<file path="config.mk">
export PLATFORM = sky130hd
export DESIGN_NAME = iob_cpu_bus_merge
export DESIGN_NICKNAME = d
export VERILOG_FILES = /design/src/rtl/iob_cpu_bus_merge_pkg.sv /design/src/rtl/iob_merge_id_fifo.sv /design/src/rtl/iob_cpu_bus_merge.sv
export SDC_FILE = /design/constraint.sdc
export NUM_CORES = 1
export LEC_CHECK = 0
export ABC_AREA = 0
export CORE_AREA = 2 2 121 123
export DETAILED_ROUTE_END_ITERATION = 16
export DIE_AREA = 0 0 123 125
export PLACE_DENSITY = 0.6
export SLEW_MARGIN = 20
export SYNTH_ARGS = -nofsm -noshare
export SYNTH_HDL_FRONTEND = slang
export SYNTH_HIERARCHICAL = 1
export SYNTH_SLANG_ARGS = --single-unit
export TNS_END_PERCENT = 100
</file>
<file path="constraint.sdc">
create_clock -name clk_i -period 2.9 [get_ports clk_i]
set_input_delay 0.58 -clock clk_i [delete_from_list [all_inputs] [get_ports clk_i]]
set_output_delay 0.58 -clock clk_i [all_outputs]
set_load 0.005 [all_outputs]
</file>
<file path="src/rtl/iob_cpu_bus_merge_pkg.sv">
// iob_cpu_bus_merge_pkg
// Shared definitions for the CPU bus merger: IOb request/response widths,
// bit positions of each field inside the packed buses, and source IDs.
//
// Request layout  (MSB..LSB): {avalid, addr, wdata, wstrb}
// Response layout (MSB..LSB): {rdata, rvalid, ready}
package iob_cpu_bus_merge_pkg;

  // Source identifiers, also the value stored in the read-ID FIFO
  localparam logic SRC_I = 1'b0;
  localparam logic SRC_D = 1'b1;

  // Response field positions do not depend on widths
  localparam int READY  = 0;
  localparam int RVALID = 1;
  localparam int RDATA  = 2;

  // The wstrb field always sits at the bottom of the request
  localparam int WSTRB = 0;

  function automatic int req_w(input int addr_w, input int data_w);
    return 1 + addr_w + data_w + data_w / 8;
  endfunction

  function automatic int resp_w(input int data_w);
    return data_w + 2;
  endfunction

  function automatic int wdata_pos(input int data_w);
    return data_w / 8;
  endfunction

  function automatic int address_pos(input int data_w);
    return data_w / 8 + data_w;
  endfunction

  function automatic int avalid_pos(input int addr_w, input int data_w);
    return data_w / 8 + data_w + addr_w;
  endfunction

endpackage

</file>
<file path="src/rtl/iob_merge_id_fifo.sv">
// iob_merge_id_fifo
// One-bit-wide synchronous FIFO remembering which bus issued each
// outstanding read. Depth is 2**OUTST_W.
//
// Ports:
//   clk_i, rst_i   clock, asynchronous active-high reset (flushes the FIFO)
//   cke_i          clock enable; state frozen when low
//   push_i, data_i write data_i at the tail (ignored when full)
//   pop_i          drop the head entry (ignored when empty)
//   head_o         value at the head
//   empty_o/full_o registered occupancy flags
module iob_merge_id_fifo #(
  parameter int OUTST_W = 1
) (
  input  logic clk_i,
  input  logic rst_i,
  input  logic cke_i,
  input  logic push_i,
  input  logic data_i,
  input  logic pop_i,
  output logic head_o,
  output logic empty_o,
  output logic full_o
);

  localparam int DEPTH = 2 ** OUTST_W;
  localparam logic [OUTST_W:0] DEPTH_C = {1'b1, {OUTST_W{1'b0}}};

  logic [DEPTH-1:0]   mem_q;
  logic [OUTST_W-1:0] wr_ptr_q, wr_ptr_d;
  logic [OUTST_W-1:0] rd_ptr_q, rd_ptr_d;
  logic [OUTST_W:0]   count_q, count_d;
  logic               do_push, do_pop;

  assign empty_o = (count_q == '0);
  assign full_o  = (count_q == DEPTH_C);
  assign head_o  = mem_q[rd_ptr_q];

  assign do_push = push_i & ~full_o;
  assign do_pop  = pop_i & ~empty_o;

  // Pointers are exactly OUTST_W bits wide, so they wrap modulo the depth
  always_comb begin
    wr_ptr_d = wr_ptr_q;
    rd_ptr_d = rd_ptr_q;
    count_d  = count_q;
    if (do_push) wr_ptr_d = wr_ptr_q + 1'b1;
    if (do_pop)  rd_ptr_d = rd_ptr_q + 1'b1;
    case ({do_push, do_pop})
      2'b10:   count_d = count_q + 1'b1;
      2'b01:   count_d = count_q - 1'b1;
      default: count_d = count_q;
    endcase
  end

  always_ff @(posedge clk_i or posedge rst_i) begin
    if (rst_i) begin
      wr_ptr_q <= '0;
      rd_ptr_q <= '0;
      count_q  <= '0;
    end else if (cke_i) begin
      wr_ptr_q <= wr_ptr_d;
      rd_ptr_q <= rd_ptr_d;
      count_q  <= count_d;
    end
  end

  // Storage needs no reset: an entry is only read after it was written
  always_ff @(posedge clk_i) begin
    if (cke_i && do_push) mem_q[wr_ptr_q] <= data_i;
  end

endmodule

</file>
<file path="src/rtl/iob_cpu_bus_merge.sv">
// iob_cpu_bus_merge
// Merges the CPU instruction bus and data bus into a single IOb native
// memory port. Arbitration is round-robin with the grant locked while the
// granted request is stalled; outstanding reads are tracked in order so each
// rvalid is routed back to the bus that issued the read.
//
// Optional feature: define IOB_CPU_BUS_MERGE_DPRIO_EN for fixed priority
// (dbus wins ties, no last-grant register).
//
// Ports:
//   clk_i, rst_i, cke_i   clock, async active-high reset, clock enable
//   ibus_req/ibus_resp    instruction bus {avalid,addr,wdata,wstrb}/{rdata,rvalid,ready}
//   dbus_req/dbus_resp    data bus, same layout
//   mem_req/mem_resp      merged memory port
//   err_o                 sticky: rvalid seen with no outstanding read
module iob_cpu_bus_merge
  import iob_cpu_bus_merge_pkg::*;
#(
  parameter int ADDR_W  = 32,
  parameter int DATA_W  = 32,
  parameter int OUTST_W = 1
) (
  input  logic                             clk_i,
  input  logic                             rst_i,
  input  logic                             cke_i,
  input  logic [req_w(ADDR_W, DATA_W)-1:0] ibus_req,
  output logic [resp_w(DATA_W)-1:0]        ibus_resp,
  input  logic [req_w(ADDR_W, DATA_W)-1:0] dbus_req,
  output logic [resp_w(DATA_W)-1:0]        dbus_resp,
  output logic [req_w(ADDR_W, DATA_W)-1:0] mem_req,
  input  logic [resp_w(DATA_W)-1:0]        mem_resp,
  output logic                             err_o
);

  localparam int REQ_W  = req_w(ADDR_W, DATA_W);
  localparam int AVALID = avalid_pos(ADDR_W, DATA_W);
  localparam int STRB_W = DATA_W / 8;

  logic             ibus_avalid, dbus_avalid;
  logic             grant;
  logic [REQ_W-1:0] sel_req;
  logic             granted_avalid, mem_avalid, mem_ready, mem_rvalid;
  logic             accept, is_read;
  logic             lock_q, lock_d, lock_src_q, lock_src_d;
  logic             err_q, err_d;
  logic             fifo_head, fifo_empty, fifo_full;

  assign ibus_avalid = ibus_req[AVALID];
  assign dbus_avalid = dbus_req[AVALID];
  assign mem_ready   = mem_resp[READY];
  assign mem_rvalid  = mem_resp[RVALID];

`ifdef IOB_CPU_BUS_MERGE_DPRIO_EN
  always_comb begin
    grant = SRC_I;
    if (lock_q)                           grant = lock_src_q;
    else if (ibus_avalid && !dbus_avalid) grant = SRC_I;
    else if (dbus_avalid)                 grant = SRC_D;
  end
`else
  logic last_grant_q;

  // On a tie the bus that did not win the previous acceptance goes next
  always_comb begin
    grant = SRC_I;
    if (lock_q)                           grant = lock_src_q;
    else if (ibus_avalid && !dbus_avalid) grant = SRC_I;
    else if (dbus_avalid && !ibus_avalid) grant = SRC_D;
    else if (ibus_avalid && dbus_avalid)  grant = (last_grant_q == SRC_D) ? SRC_I : SRC_D;
  end

  always_ff @(posedge clk_i or posedge rst_i) begin
    if (rst_i)                last_grant_q <= SRC_D;
    else if (cke_i && accept) last_grant_q <= grant;
  end
`endif

  assign sel_req        = (grant == SRC_D) ? dbus_req : ibus_req;
  assign granted_avalid = sel_req[AVALID];
  // full is registered, so a pop this cycle only frees a slot next cycle
  assign mem_avalid     = granted_avalid & ~fifo_full;
  assign accept         = mem_avalid & mem_ready;
  assign is_read        = (sel_req[WSTRB +: STRB_W] == '0);

  always_comb begin
    mem_req         = sel_req;
    mem_req[AVALID] = mem_avalid;
  end

  // rdata goes to both buses; rvalid only to the bus at the FIFO head
  always_comb begin
    ibus_resp                    = '0;
    dbus_resp                    = '0;
    ibus_resp[RDATA +: DATA_W]   = mem_resp[RDATA +: DATA_W];
    dbus_resp[RDATA +: DATA_W]   = mem_resp[RDATA +: DATA_W];
    ibus_resp[READY]             = (grant == SRC_I) & mem_ready & ~fifo_full;
    dbus_resp[READY]             = (grant == SRC_D) & mem_ready & ~fifo_full;
    ibus_resp[RVALID]            = mem_rvalid & ~fifo_empty & (fifo_head == SRC_I);
    dbus_resp[RVALID]            = mem_rvalid & ~fifo_empty & (fifo_head == SRC_D);
  end

  // A stalled grant is held; dropping avalid while locked releases the lock
  always_comb begin
    lock_d     = lock_q;
    lock_src_d = lock_src_q;
    if (accept) begin
      lock_d = 1'b0;
    end else if (granted_avalid) begin
      lock_d     = 1'b1;
      lock_src_d = grant;
    end else begin
      lock_d = 1'b0;
    end
  end

  assign err_d = err_q | (mem_rvalid & fifo_empty);
  assign err_o = err_q;

  always_ff @(posedge clk_i or posedge rst_i) begin
    if (rst_i) begin
      lock_q     <= 1'b0;
      lock_src_q <= SRC_I;
      err_q      <= 1'b0;
    end else if (cke_i) begin
      lock_q     <= lock_d;
      lock_src_q <= lock_src_d;
      err_q      <= err_d;
    end
  end

  iob_merge_id_fifo #(
    .OUTST_W(OUTST_W)
  ) u_id_fifo (
    .clk_i  (clk_i),
    .rst_i  (rst_i),
    .cke_i  (cke_i),
    .push_i (accept & is_read),
    .data_i (grant),
    .pop_i  (mem_rvalid),
    .head_o (fifo_head),
    .empty_o(fifo_empty),
    .full_o (fifo_full)
  );

endmodule

</file>
# Word-level counts from Yosys, hierarchy flattened
# Index checks and enable logic that the tools add are counted.
[totals]
word_cells = 65
out_inout_bits = 138
register_bits = 10
[op_classes]
order_cmp = 3
addsub = 4
muxes = 14
n_reduce_logical = 15
n_bitwise = 18
eq_ne = 3
[op_table]
columns = ["operator", "n"]
rows = [
  ["2-to-1 mux 69 bit", 1],
  ["AND 1 bit", 12],
  ["2-to-1 mux 1 bit", 10],
  ["logical AND 1 bit", 6],
  ["AND reduction 2 bit", 3],
  ["inverter 1 bit", 5],
  ["== test 2 bit (second input constant)", 2],
  ["logical NOT 4 bit", 1],
  ["< comparator 1 x 2 -> 1 bit (second input constant)", 2],
  ["one-hot mux 2 bit (2 select lines)", 1],
  ["AND reduction 3 bit", 1],
  ["adder 1 bit (second input constant)", 2],
  ["adder 2 x 1 -> 2 bit (second input constant)", 1],
  ["bitwise mux 2 bit", 1],
  ["== test 2 x 1 -> 1 bit (second input constant)", 1],
  ["logical NOT 1 bit", 2],
  ["logical NOT 2 bit", 1],
  ["nonzero test 2 bit", 1],
  ["subtractor 2 x 1 -> 2 bit (second input constant)", 1],
  ["demux 1 bit (select 1 bit)", 1],
  ["greater-or-equal comparator 1 bit (second input constant)", 1],
  ["bitwise OR 1 bit", 1],
]

# Logic depth before layout (Yosys ltp)
[logic_depth]
ltp_word = 13
mapped_depth = 11
depth_no_buf = 10

# By module
# The synthesis kept the hierarchy.
[by_module_without_submodules]
columns = ["mod", "area_each_um2", "cells_per_inst", "seq_area_each_um2", "n_inst"]
rows = [
  ["iob_cpu_bus_merge", 1594.0, 171, 101.3, 1],
  ["iob_merge_id_fifo", 292.8, 26, 160.2, 1],
]

# Worst setup path after synthesis
# Ideal clock, no wire load.
[synth_path]
path_type = "input -> register"
startpoint = "in dbus_req[68]"
endpoint = "reg u_id_fifo.count_q[1]"
setup_ps = 79
path_stages = 9
arrival_time_ps = 2522
slack_ps = 299
n_path_buf = 0
required_time_ps = 2821
cell_sequence = "nor2b_2 -> a22oi_4 -> mux2_2 -> nor4_1 -> nand2_1 -> ha_1 -> nand2b_1 -> nor2_1 -> xor2_1"
[synth_between]
elab_cells_between_ends = 19
cone_classes = "eq/ne (2); mux (6); bitwise (4); reduce/logical (7)"
[synth_rtl]
columns = ["item", "line", "text"]
rows = [
  ["start, declared", "iob_cpu_bus_merge.sv:28", "input logic [req_w(ADDR_W, DATA_W)-1:0] dbus_req,"],
  ["logical AND 1 bit", "iob_cpu_bus_merge.sv:69", "else if (ibus_avalid && dbus_avalid) grant = (last_grant_q == SRC_D) ? SRC_I : SRC_D;"],
  ["2-to-1 mux 1 bit", "iob_cpu_bus_merge.sv:69", ""],
  ["2-to-1 mux 1 bit", "iob_cpu_bus_merge.sv:68", "else if (dbus_avalid && !ibus_avalid) grant = SRC_D;"],
  ["2-to-1 mux 1 bit (*)", "iob_cpu_bus_merge.sv:67", "else if (ibus_avalid && !dbus_avalid) grant = SRC_I;"],
  ["2-to-1 mux 1 bit (*)", "iob_cpu_bus_merge.sv:66", "if (lock_q) grant = lock_src_q;"],
  ["2-to-1 mux 69 bit (*)", "iob_cpu_bus_merge.sv:78", "assign sel_req = (grant == SRC_D) ? dbus_req : ibus_req;"],
  ["named net mem_req[2]", "iob_cpu_bus_merge.sv:30", "output logic [req_w(ADDR_W, DATA_W)-1:0] mem_req,"],
  ["logical NOT 4 bit (*)", "iob_cpu_bus_merge.sv:83", "assign is_read = (sel_req[WSTRB +: STRB_W] == '0);"],
  ["AND 1 bit (*)", "iob_cpu_bus_merge.sv:137", ".push_i (accept & is_read),"],
  ["AND 1 bit (*)", "iob_merge_id_fifo.sv:39", "assign do_push = push_i & ~full_o;"],
  ["== test 2 bit / == test 2 x 1 -> 1 bit (equally long branches)", "iob_merge_id_fifo.sv:49", "case ({do_push, do_pop})"],
  ["nonzero test 2 bit (no source line)", "--", ""],
  ["AND reduction 2 bit (no source line)", "--", ""],
  ["end signal, assigned", "iob_merge_id_fifo.sv:64", "count_q <= count_d;"],
  ["end, declared", "iob_merge_id_fifo.sv:32", "logic [OUTST_W:0] count_q, count_d;"],
]
# The timed path passes the listed nets; every way through them passes the cells marked *.
# A chain may end at the register's enable or synchronous reset.

# Worst setup path after layout
[layout_path]
startpoint = "in dbus_req[68]"
endpoint = "out mem_req[52]"
[layout_between]
elab_chain_len = 6
elab_cells_between_ends = 9
cone_classes = "mux (5); reduce/logical (4)"
[layout_lines]
columns = ["item", "line"]
rows = [
  ["logical AND 1 bit", "iob_cpu_bus_merge.sv:69"],
  ["2-to-1 mux 1 bit", "iob_cpu_bus_merge.sv:69"],
  ["2-to-1 mux 1 bit", "iob_cpu_bus_merge.sv:68"],
  ["2-to-1 mux 1 bit (*)", "iob_cpu_bus_merge.sv:67"],
  ["2-to-1 mux 1 bit (*)", "iob_cpu_bus_merge.sv:66"],
  ["2-to-1 mux 69 bit (*)", "iob_cpu_bus_merge.sv:78"],
  ["end, declared", "iob_cpu_bus_merge.sv:30"],
]
# Every way passes the cells marked *; elsewhere a longest branch is shown, timed or not.

==> key figures <==
Finish
  • Final core utilization: between 20% and 30%
  • Layout cells sized above 1: between 20% and 30%
  • Commonest non-fill, non-tap cell in the layout: clkdlybuf4s50_1
  • Final net count: around 540
  • Post-route insts no fill: 549
  • Syn-to-layout area delta: 120%
  • Fill count: 1488
  • ANT cells: 0
  • Commonest cells after routing, fill and taps aside: 146 x clkdlybuf4s50_1, 60 x mux2_2, 47 x dlygate4sd2_1, 14 x dlymetal6s2s_1

Timing
  • Fmax: about 350 MHz
  • Fin. Hold Viols: 0
  • Slew Limit Fails: 0
  • Endpoints failing setup: 0
  • Final Skew: roughly 0.0035 ns
  • Pin slew with the least headroom to its limit: 0.360 ns
  • Post-Route Setup TNS: 0 ns
  • RSZ-0062 raised after global routing: no
  • Final min period: between 2 and 3 ns
  • Max-slew headroom: 75.9%
  • Period utilisation layout: a little over nine tenths

Pwr
  • Leak Pwr: between 1.5 and 2 nW
  • PwrDens: ~530 nW/um^2
  • Max VDD drop: ~0.00018 V

Die
  • Die ar.: ~15000 sq um
  • Core area: roughly 14000 sq um
  • FP Rows: 44
  • Die Height: 125 um
  • # IOs: ~310
  • Die W: ~120 um
  • Starting Density: 13.3%

Critical path
  • Crit Path Max Fanout: 13
  • Top Family by Delay on Critical Path: buffers and inverters
  • Crit path DAT: 2.24 ns
  • R2R setup slack: between 0.3 and 0.4 ns
  • Delay of the slowest critical-path stage: around 0.34 ns
  • Slowest-stage cell, CP: mux2_2
  • CP Launch Type: primary input
  • Crit-path cells: dlygate4sd2_1 > nor2b_4 > a22oi_4 > buf_6 > buf_6 > buf_12 > buf_16 > mux2_2 > dlygate4sd2_1
  • CP bufs+invs: 6
  • Req. time, crit path: between 2 and 2.5 ns
  • CP Capture Type: primary output
  • Crit path kind: primary input to primary output

Placed design
  • DPL Wire Length: roughly 8400 um
  • Port bufs: between 200 and 250
  • Placer Congestion: a little under 0.8
  • Placed insts: about 530

Clocking
  • TritonCTS clock tree: built
  • H-tree depth: 1
  • CTS Buf Count: 3
  • Hold Buf Count CTS: 0
  • Worst-path clk slew: ~0.040 ns
  • Latest clock arrival within the worst-skew pair: 0.24 ns
  • Clock sinks: 10
  • Longest Clk Path Bufs: 2
  • Root Buffer Master: clkbuf_16

Detailed routing
  • Drt total wl: between 10000 and 15000 um
  • Routed wire per std cell: around 19 um
  • Routed Antenna Nets: 0
  • Drt first-iter violations: 30
  • Vias: roughly 2100
  • DRC viols: 0
  • TritonRoute pass-1 iters: 4
  • Via/cell ratio: 3.76

Synthesis
  • Sequential area share after synthesis: between 10% and 20%
  • Mapped Cells: about 200
  • Flops & latches, synth: 10
  • Post-Syn Area: ~1900 sq um
  • Synthesized Nets: 373
  • Synth warn: 6
  • Netlist cell types: 30
  • Avg Inst Size Synth: between 9 and 10 sq um

Global route
  • GRT overflow: 0
  • Initial antenna violation count: 0
  • Global-route wire length before repair: between 10000 and 15000 um
  • Total track usage: 12.1%
  • Vias in the first global route: between 2000 and 2500
  • Largest net degree at the start of global routing: 14

Flow run
  • Max Cap Viol: 0

Min path
  • Hold Path Class: flip-flop to flip-flop

Outcome
  • Outcome: finished clean
[what timing repair did]
| item | in CTS | in global routing |
|---|---|---|
| buffers inserted | 6 | 1 |
| cloned | 4 | 0 |
| resized for setup | 68 | 33 |
| pin swaps | 1 | 2 |
| endpoints found under the setup margin | 69 | 24 |
[power by group]
part,internal (W),switching [W]
registers,0.000199,0.0000588
clock network,0.000181,0.0000653
logic,0.00111,0.000577
[cells in the mapped netlist]
cell type,instances,area share (%)
buf_4,70,28
mux2_2,62,37
nor2_1,9,1.8
mux2_1,8,4.8
dfrtp_1,7,9.3
inv_1,5,0.99
nand2_1,4,0.80
xnor2_1,4,1.9
nand2b_1,3,0.99
buf_6,2,1.2
edfxtp_1,2,3.2
mux2i_1,2,1.1
nor2b_1,2,0.66
a21oi_1,1,0.26
a22oi_4,1,1.1
a31o_2,1,0.46
a31oi_1,1,0.33
a41oi_1,1,0.46
and3b_1,1,0.46
dfstp_2,1,1.4
ha_1,1,0.66
inv_2,1,0.20
nand3_1,1,0.26
nand3_2,1,0.53
nor2b_2,1,0.46
nor3b_1,1,0.40
nor4_1,1,0.33
o21a_2,1,0.46
o21ai_0,1,0.26
xor2_1,1,0.46
[layout make-up]
cell class                      instances  area (sq um)  share of cell area (%)
Clock inverter                          1          3.75                  0.0903
Clock buffer                            3          75.1                    1.81
Multi-Input combinational cell        109          1100                    26.5
Inverter                                6          22.5                   0.542
Sequential cell                        10           262                    6.29
Timing Repair Buffer                  236          2460                    59.2
Tap cell                              184           230                    5.54
[layer usage]
layer,share of wire [%],track usage [%],vias up
met3,13,3.92,27
met4,2.7,3.88,0
met5,0,0,-
met2,55,25.5,164
li1,-,-,950
met1,29,10.1,921
[kinds of logic (layout without fill, tap and decap cells)]
logic type | count (synthesis) | after routing | synth area share [%]
AOI/OAI and AO/OA | 7 | 7 | 3.38
xor gates and xnor gates | 5 | 5 | 2.32
adders and majority gates | 1 | 1 | 0.663
buffers and inverters | 78 | 246 | 30.2
DFF | 10 | 10 | 13.9
muxes | 72 | 72 | 42.8
and+or+nand+nor | 24 | 24 | 6.70
[through the flow]
stage               instance area, sq um  setup WS (ns)  hold WS (ns)  total power, W
floorplan                           1890          0.299         0.345        0.000999
global placement                    3820         -0.312         0.453         0.00174
detailed placement                  3820         -0.334         0.458         0.00176
CTS                                 4060        0.00147         0.467         0.00219
global route                        4160         0.0139         0.488         0.00232
finish                              4160         0.0806         0.465         0.00219
[sequential cells by signal, indices dropped and copies added (netlist names)]
register / cells
u_id_fifo/mem_q: 2
u_id_fifo/count_q: 2
u_id_fifo/wr_ptr_q: 1
lock_q: 1
lock_src_q: 1
u_id_fifo/rd_ptr_q: 1
last_grant_q: 1
err_o: 1
[final timing paths]
| kind | depth (start not counted) | startpoint | end |
|---|---|---|---|
| setup reg to reg | 12 | last_grant_q$_DFFE_PP1P_ | u_id_fifo/count_q[1]$_DFFE_PP0P_ |
| min in group asynchronous | 2 | rst_i | err_o$_DFFE_PP0P_ |
| hold reg to reg | 1 | err_o$_DFFE_PP0P_ | err_o$_DFFE_PP0P_ |
| setup / recovery | 9 | dbus_req[68] | mem_req[52] |
| max in group asynchronous | 2 | rst_i | last_grant_q$_DFFE_PP1P_ |
| hold / removal | 1 | err_o$_DFFE_PP0P_ | err_o$_DFFE_PP0P_ |
[worst reg2reg max path, delay by kind of cell (launching register included)]
kind / cells / cell delay (ns)
and+or+nand+nor: 5 / 0.62
AOI/OAI and AO/OA: 1 / 0.17
muxes: 1 / 0.32
adders and majority gates: 1 / 0.29
xor gates and xnor gates: 1 / 0.14
buffers and inverters: 3 / 0.41
DFF: 1 / 0.54
Power figures use the tool's default switching activity.
